## config.mk

```make
export PLATFORM = sky130hd
export DESIGN_NAME = pipe_flush_ctrl
export DESIGN_NICKNAME = d
export VERILOG_FILES = /design/src/rtl/hazard_pkg.sv /design/src/rtl/sat_cnt16.sv /design/src/rtl/pipe_flush_ctrl.sv
export SDC_FILE = /design/constraint.sdc
export NUM_CORES = 1
export LEC_CHECK = 0
export CORE_AREA = 5 5 73 48
export CTS_CLUSTER_DIAMETER = 100
export CTS_CLUSTER_SIZE = 10
export DETAILED_ROUTE_END_ITERATION = 10
export DIE_AREA = 0 0 78 53
export GPL_ROUTABILITY_DRIVEN = 0
export PLACE_DENSITY = 0.95
export SLEW_MARGIN = 10
export SYNTH_ARGS = -nofsm -noshare
export SYNTH_HDL_FRONTEND = slang
export SYNTH_HIERARCHICAL = 1
export SYNTH_SLANG_ARGS = --single-unit
```

## constraint.sdc

```tcl
create_clock -name clk -period 4 [get_ports clk]
set_clock_uncertainty 0.2 [all_clocks]
set_input_delay 0.8 -clock clk [delete_from_list [all_inputs] [get_ports clk]]
set_output_delay 0.8 -clock clk [all_outputs]
set_load 0.05 [all_outputs]
```

## src/rtl/hazard_pkg.sv

```systemverilog
// hazard_pkg: shared definitions for the fetch-side redirect/stall sequencer.
//   state_t  : sequencer states (warm-up, normal run, load-use stall, redirect flush)
//   PC_INC   : byte increment between sequential fetches
//   PC_W_DEF : default PC width
package hazard_pkg;

    typedef enum logic [1:0] {
        ST_WARMUP = 2'd0,
        ST_RUN    = 2'd1,
        ST_STALL  = 2'd2,
        ST_FLUSH  = 2'd3
    } state_t;

    localparam int PC_INC   = 4;
    localparam int PC_W_DEF = 12;

endpackage

```

## src/rtl/sat_cnt16.sv

```systemverilog
// sat_cnt16: 16-bit event counter that sticks at 0xFFFF.
//   clk   in  core clock
//   rstn  in  asynchronous active-low clear
//   inc   in  count one event this cycle
//   count out current count
module sat_cnt16 (
    input  logic        clk,
    input  logic        rstn,
    input  logic        inc,
    output logic [15:0] count
);

    always_ff @(posedge clk or negedge rstn) begin
        if (!rstn) begin
            count <= 16'h0000;
        end else if (inc && (count != 16'hFFFF)) begin
            count <= count + 16'h0001;
        end
    end

endmodule

```

## src/rtl/pipe_flush_ctrl.sv

```systemverilog
// pipe_flush_ctrl: fetch-side redirect/stall sequencer for the 5-stage core.
// Turns EX redirects and ID load-use hazards into next-PC selection, PC and
// IF/ID write enables, and IF/ID, ID/EX squash strobes.
//
// Ports:
//   clk, rstn              clock, asynchronous active-low reset
//   ex_redirect, ex_target taken branch/jump resolved in EX and its target
//   id_load_use            ID depends on the load currently in EX
//   if_pc                  current fetch PC
//   pc_next, pc_sel        next PC value, set when it is ex_target
//   pc_we, ifid_we         PC and IF/ID write enables
//   ifid_flush, idex_flush NOP into IF/ID, bubble into ID/EX
//   busy                   sequencer is not in normal RUN
//   flush_cnt, stall_cnt   accepted redirects / stalls (counters only exist
//                          when FLUSH_PERF_EN is defined, otherwise tied to 0)
module pipe_flush_ctrl
    import hazard_pkg::*;
#(
    parameter int PC_W        = PC_W_DEF,
    parameter int FLUSH_DEPTH = 2,
    parameter int WARMUP      = 5
) (
    input  logic            clk,
    input  logic            rstn,
    input  logic            ex_redirect,
    input  logic [PC_W-1:0] ex_target,
    input  logic            id_load_use,
    input  logic [PC_W-1:0] if_pc,
    output logic [PC_W-1:0] pc_next,
    output logic            pc_sel,
    output logic            pc_we,
    output logic            ifid_we,
    output logic            ifid_flush,
    output logic            idex_flush,
    output logic            busy,
    output logic [15:0]     flush_cnt,
    output logic [15:0]     stall_cnt
);

    // Warm counter holds 0..WARMUP-1, flush counter holds 0..FLUSH_DEPTH-1.
    localparam int WARM_W = (WARMUP > 1) ? $clog2(WARMUP) : 1;
    localparam int FCNT_W = (FLUSH_DEPTH > 1) ? $clog2(FLUSH_DEPTH) : 1;

    state_t              state, state_nxt;
    logic [WARM_W-1:0]   warm_cnt, warm_nxt;
    logic [FCNT_W-1:0]   fcnt, fcnt_nxt;

    logic redir_acc;
    logic lu_acc;

    // Hazards are only honoured once warm-up is over; load-use only in RUN,
    // and a same-cycle redirect always wins.
    assign redir_acc = (state != ST_WARMUP) && ex_redirect;
    assign lu_acc    = (state == ST_RUN) && id_load_use && !ex_redirect;

    // State register
    always_ff @(posedge clk or negedge rstn) begin
        if (!rstn) begin
            state    <= ST_WARMUP;
            warm_cnt <= '0;
            fcnt     <= '0;
        end else begin
            state    <= state_nxt;
            warm_cnt <= warm_nxt;
            fcnt     <= fcnt_nxt;
        end
    end

    // Next-state logic
    always_comb begin
        state_nxt = state;
        warm_nxt  = warm_cnt;
        fcnt_nxt  = fcnt;
        if (redir_acc) begin
            // The redirect cycle itself squashes once; FLUSH covers the rest.
            if (FLUSH_DEPTH > 1) begin
                state_nxt = ST_FLUSH;
                fcnt_nxt  = FCNT_W'(FLUSH_DEPTH - 1);
            end else begin
                state_nxt = ST_RUN;
            end
        end else begin
            case (state)
                ST_WARMUP: begin
                    if (warm_cnt == WARM_W'(WARMUP - 1)) begin
                        state_nxt = ST_RUN;
                    end else begin
                        warm_nxt = warm_cnt + WARM_W'(1);
                    end
                end
                ST_RUN: begin
                    if (lu_acc) begin
                        state_nxt = ST_STALL;
                    end
                end
                ST_STALL: begin
                    state_nxt = ST_RUN;
                end
                ST_FLUSH: begin
                    fcnt_nxt = fcnt - FCNT_W'(1);
                    if (fcnt == FCNT_W'(1)) begin
                        state_nxt = ST_RUN;
                    end
                end
                default: begin
                    state_nxt = ST_WARMUP;
                end
            endcase
        end
    end

    // Output logic
    always_comb begin
        pc_next    = if_pc + PC_W'(PC_INC);
        pc_sel     = 1'b0;
        pc_we      = 1'b1;
        ifid_we    = 1'b1;
        ifid_flush = 1'b0;
        idex_flush = 1'b0;
        busy       = (state != ST_RUN);
        if (redir_acc) begin
            pc_next    = ex_target;
            pc_sel     = 1'b1;
            ifid_flush = 1'b1;
            idex_flush = 1'b1;
        end else if (lu_acc) begin
            // Hold PC and IF/ID, bubble the dependent instruction.
            pc_next    = if_pc;
            pc_we      = 1'b0;
            ifid_we    = 1'b0;
            idex_flush = 1'b1;
        end else if (state == ST_FLUSH) begin
            ifid_flush = 1'b1;
        end
    end

`ifdef FLUSH_PERF_EN
    sat_cnt16 u_flush_cnt (
        .clk   (clk),
        .rstn  (rstn),
        .inc   (redir_acc),
        .count (flush_cnt)
    );

    sat_cnt16 u_stall_cnt (
        .clk   (clk),
        .rstn  (rstn),
        .inc   (lu_acc),
        .count (stall_cnt)
    );
`else
    assign flush_cnt = 16'h0000;
    assign stall_cnt = 16'h0000;
`endif

endmodule

```

Word level (Yosys, flattened, before mapping)
Cells that the tools add are included.
{"block": "totals", "register_bits": 6, "input_bits": 28, "output_inout_bits": 50, "elab_cells": 42}
{"block": "op_classes", "add_sub_neg": 3, "n_eq_ne": 8, "mux": 17, "bitwise": 2, "reduce_logical": 9}
{"operator": "12-bit two-way mux", "count": 2}
{"operator": "12-bit by 3-bit adder with 12-bit output, second input constant", "count": 1}
{"operator": "1-bit two-way mux", "count": 10}
{"operator": "3-bit inequality test, second input constant", "count": 3}
{"operator": "2-bit two-way mux", "count": 4}
{"operator": "2-bit one-hot mux with 4 select lines", "count": 1}
{"operator": "3-bit AND reduction", "count": 2}
{"operator": "2-bit equality test, second input constant", "count": 2}
{"operator": "2-bit nonzero test", "count": 2}
{"operator": "3-bit by 1-bit adder with 3-bit output, second input constant", "count": 1}
{"operator": "3-bit equality test, second input constant", "count": 1}
{"operator": "1-bit logical AND", "count": 3}
{"operator": "2-bit by 1-bit equality test with 1-bit output, second input constant", "count": 1}
{"operator": "2-bit logical NOT", "count": 1}
{"operator": "2-bit by 1-bit inequality test with 1-bit output, second input constant", "count": 1}
{"operator": "1-bit NOT", "count": 2}
{"operator": "1-bit logical NOT", "count": 1}
{"operator": "1-bit subtractor, second input constant", "count": 1}

Longest topological paths before layout
{"block": "logic_depth", "word_depth": 6, "mapped_depth": 7, "depth_no_buf": 6}

Least setup slack after synthesis
No wires, ideal clock.
{"block": "synth_timing", "path_kind": "input-to-output", "from": "in id_load_use", "to": "out pc_next[2]", "arrival_ns": 2.697, "required_time_ns": 3.000, "path_slack_ns": 0.303, "cell_stages": 4, "path_buffers": 0, "cell_sequence": "nor4b_4 > inv_4 > nand2_1 > o21ai_0"}
{"block": "synth_via", "elab_chain_len": 4}
{"item": "start: declaration", "line_no": "pipe_flush_ctrl.sv:27", "text": "input logic id_load_use,"}
{"item": "1-bit logical AND (2 in a row)", "line_no": "pipe_flush_ctrl.sv:54", "text": "assign lu_acc = (state == ST_RUN) && id_load_use && !ex_redirect;"}
{"item": "12-bit two-way mux", "line_no": "pipe_flush_ctrl.sv:126", "text": "end else if (lu_acc) begin"}
{"item": "12-bit two-way mux", "line_no": "pipe_flush_ctrl.sv:121", "text": "if (redir_acc) begin"}
{"item": "end: declaration", "line_no": "pipe_flush_ctrl.sv:29", "text": "output logic [PC_W-1:0] pc_next,"}
Every way passes these cells.

Worst setup path after layout
{"block": "layout_timing", "from": "in ex_redirect", "to": "out pc_we"}
{"block": "layout_via", "elab_chain_len": 4, "elab_cells_between_ends": 5, "cone_classes": "mux (2); reduce/logical (3)"}
{"item": "start: declaration", "line_no": "pipe_flush_ctrl.sv:25", "text": "input logic ex_redirect,"}
{"item": "1-bit logical NOT", "line_no": "pipe_flush_ctrl.sv:54"}
{"item": "1-bit logical AND", "line_no": "pipe_flush_ctrl.sv:54"}
{"item": "1-bit two-way mux", "line_no": "pipe_flush_ctrl.sv:126"}
{"item": "1-bit two-way mux *", "line_no": "pipe_flush_ctrl.sv:121"}
{"item": "end: declaration", "line_no": "pipe_flush_ctrl.sv:31", "text": "output logic pc_we,"}
Mark *: on every way between the ends. The rest lies on a longest branch, timed or not.

==> insert_results.sql <==
INSERT INTO impl_metrics (metric_group, metric, value, unit) VALUES
('sta', 'final_hold_slack', '294', 'ps'),
('worst_setup_path', 'worstSetupPathType', 'in -> out', ''),
('worst_hold_path', 'worstHoldStart', 'fcnt', ''),
('final_layout', 'area_delta_synth_final', '50.3', '%'),
('final_layout', 'finish.utilization', '0.492', ''),
('detailed_routing', 'drt_first_pass_iters', '4', ''),
('flow_run', 'total_of_max_cap_violations', '0', ''),
('floorplanning', 'placement_rows', '15', ''),
('power_and_ir_drop', 'p_clk_frac', '0.138', ''),
('worst_setup_path', 'regToRegStartpoint', 'warm_cnt[0]', ''),
('yosys', 'synth-main-ff-cell', 'sky130_fd_sc_hd__dfrtp_1', ''),
('sta', 'worst_pin_slew', '526', 'ps'),
('yosys', 'synth_cell_type_count', '32', ''),
('power_and_ir_drop', 'net-switching-power', '347', 'uW'),
('clocking', 'cts_setup_buffers', '0', ''),
('sta', 'tightest_slew_margin_relative_to_the_limit', '0.647', ''),
('placement', 'place_ws', '364', 'ps'),
('yosys', 'yosys_register_bits', '6', ''),
('yosys', 'post_synth_instance_area', '902', 'sq um'),
('power_and_ir_drop', 'total_leakage_power', '0.000622', 'uW'),
('floorplanning', 'coreArea', '2760', 'sq um'),
('outcome', 'status', 'completed', ''),
('power_and_ir_drop', 'comb_power_share', '0.685', ''),
('floorplanning', 'fp.dieH', '53', 'um'),
('power_and_ir_drop', 'p_int', '303', 'uW'),
('yosys', 'syn-mean-instance-area', '7.58', 'sq um'),
('worst_setup_path', 'crit_required', '3000', 'ps'),
('worst_setup_path', 'critical_path.max_stage_delay', '730', 'ps'),
('placement', 'dp.final_hpwl', '2060', 'um'),
('final_layout', 'n_antenna_cell', '0', ''),
('floorplanning', 'ios', '78', ''),
('detailed_routing', 'vias_per_cell', '4.19', ''),
('power_and_ir_drop', 'total_power', '649', 'uW'),
('clocking', 'insertion_delay', '220', 'ps'),
('worst_setup_path', 'crit_path_end_kind', 'output port', ''),
('sta', 'timing.final.setup_violations', '0', ''),
('detailed_routing', 'drc', '0', ''),
('final_layout', 'fin_nets', '196', ''),
('grt', 'grt_use_total', '0.108', ''),
('worst_setup_path', 'setup.worst_path.start', 'ex_redirect', ''),
('grt', 'antenna_found_initial', '0', ''),
('detailed_routing', 'drt.antenna.violating_nets', '0', ''),
('sta', 'layout_setup_ws', '386', 'ps'),
('clocking', 'cts.htree.levels', '1', ''),
('power_and_ir_drop', 'ir_drop', '0.264', 'mV'),
('worst_setup_path', 'timing.critical_path.arrival', '2610', 'ps'),
('floorplanning', 'chipWidth', '78', 'um'),
('grt', 'grt_pass1_wl', '3440', 'um'),
('clocking', 'cts_root_buffer', 'sky130_fd_sc_hd__clkbuf_8', ''),
('floorplanning', 'die_area', '4130', 'sq um'),
('yosys', 'share_of_synthesized_flip_flops_with_an_asynchronous_set_or_reset', '1.00', ''),
('final_layout', 'register_area', '150', 'sq um'),
('worst_setup_path', 'cp_common_cell', 'sky130_fd_sc_hd__clkdlybuf4s50_1', ''),
('floorplanning', 'starting_density_of_the_core', '0.327', ''),
('final_layout', 'layout.filler_cells', '269', ''),
('worst_hold_path', 'min_delay_worst_type', 'reg -> reg', ''),
('sta', 'final_hold_viol_count', '0', ''),
('detailed_routing', 'vias', '826', ''),
('clocking', 'numClockSinks', '6', ''),
('yosys', 'synth_edf_count', '0', ''),
('sta', 'finalMaxSlewViolations', '0', ''),
('yosys', 'synthesis.instances', '119', ''),
('detailed_routing', 'wire_per_inst', '12.2', 'um'),
('grt', 'first_global_vias', '748', ''),
('clocking', 'clk_pin_slew_worst_paths', '30', 'ps'),
('clocking', 'cts_buffers', '3', ''),
('yosys', 'synth_seq_area_share', '0.166', ''),
('yosys', 'synth-warning-count', '6', ''),
('grt', 'pin_count_of_the_biggest_net_entering_global_routing', '15', ''),
('clocking', 'cts_tree', 'done', ''),
('yosys', 'synth_largest_area_cell', 'sky130_fd_sc_hd__buf_4', '');
[power groups by stage]
| stage | Sequential (uW) | Clock, uW | Combinational (uW) |
|---|---|---|---|
| global placement | 114 | 0 | 437 |
| global route | 119 | 97.9 | 473 |
| CTS | 115 | 91.3 | 449 |
| floorplan | 95.4 | 0 | 352 |
| finish | 115 | 89.3 | 445 |
| detailed placement | 116 | 0 | 447 |
[cells in the final DEF, fill, tap and decap left out, types with 2 or more instances in the layout]
| cell | count |
|---|---|
| sky130_fd_sc_hd__clkdlybuf4s50_1 | 32 |
| sky130_fd_sc_hd__nand4_1 | 3 |
| sky130_fd_sc_hd__ha_1 | 3 |
| sky130_fd_sc_hd__inv_4 | 2 |
| sky130_fd_sc_hd__clkbuf_8 | 3 |
| sky130_fd_sc_hd__buf_12 | 8 |
| sky130_fd_sc_hd__and3_1 | 2 |
| sky130_fd_sc_hd__a21oi_1 | 4 |
| sky130_fd_sc_hd__inv_1 | 3 |
| sky130_fd_sc_hd__nand3_1 | 6 |
| sky130_fd_sc_hd__nand2_1 | 18 |
| sky130_fd_sc_hd__o21ai_1 | 6 |
| sky130_fd_sc_hd__buf_4 | 6 |
| sky130_fd_sc_hd__o21ai_0 | 3 |
| sky130_fd_sc_hd__conb_1 | 32 |
| sky130_fd_sc_hd__dfrtp_1 | 6 |
| sky130_fd_sc_hd__a22oi_1 | 2 |
| sky130_fd_sc_hd__xor2_1 | 7 |
| sky130_fd_sc_hd__nor2_1 | 3 |
[layout make-up]
type                            instances  area share
Tap cell                               34      0.0314
Clock buffer                            3      0.0304
Inverter                                6      0.0203
Sequential cell                         6       0.111
Timing Repair Buffer                   46       0.387
Multi-Input combinational cell        102       0.420
[logic make-up (layout without fill, tap and decap cells)]
group           after synthesis  in the layout  synth area share
compound gates               20             20             0.141
flops                         6              6             0.166
xor+xnor                      8              8            0.0777
fa+ha+maj                     4              4            0.0527
simple gates                 38             38             0.226
other cells                   1             32           0.00416
buf+inv                      42             55             0.331
[synthesized netlist by cell type, drive strengths merged (2+ instances only)]
cell	instances
nand3	6
nand4	3
a21oi	4
ha	3
nor2	3
nand2	19
buf	36
xor2	7
and3	2
a22oi	2
dfrtp	6
inv	6
o21ai	10
[state kept, by name, summed over array words and instances (netlist names)]
signal,cells
state,2
fcnt,1
warm_cnt,3
[metal layers]
metal | vias up | global-route usage | wire length, um
met3 | 5 | 0.0357 | 214
li1 | 423 | - | -
met4 | 0 | 0.0590 | 42
met2 | 31 | 0.181 | 1270
met1 | 367 | 0.123 | 870
met5 | - | 0 | 0
[final timing paths]
kind,to,slack (ps),cells past startpoint
setup / recovery,pc_we,390,4
setup reg to reg,warm_cnt[1],2430,4
max in group asynchronous,warm_cnt[2],2770,1
hold reg to reg,fcnt,290,1
hold / removal,fcnt,290,1
min in group asynchronous,warm_cnt[0],620,1
[stage by stage]
step           cell area (sq um)  instances
2_1_floorplan               1020        150
3_3_place_gp                1320        194
3_5_place_dp                1320        194
4_1_cts                     1360        197
5_1_grt                     1360        197
6_report                    1360        197
[worst max-delay path: cells and delay by family]
family                 cells  cell delay (ps)
buffers and inverters      3             1410
AND/OR/NAND/NOR            1              400
Note: power is estimated with default switching activity, not from simulation.
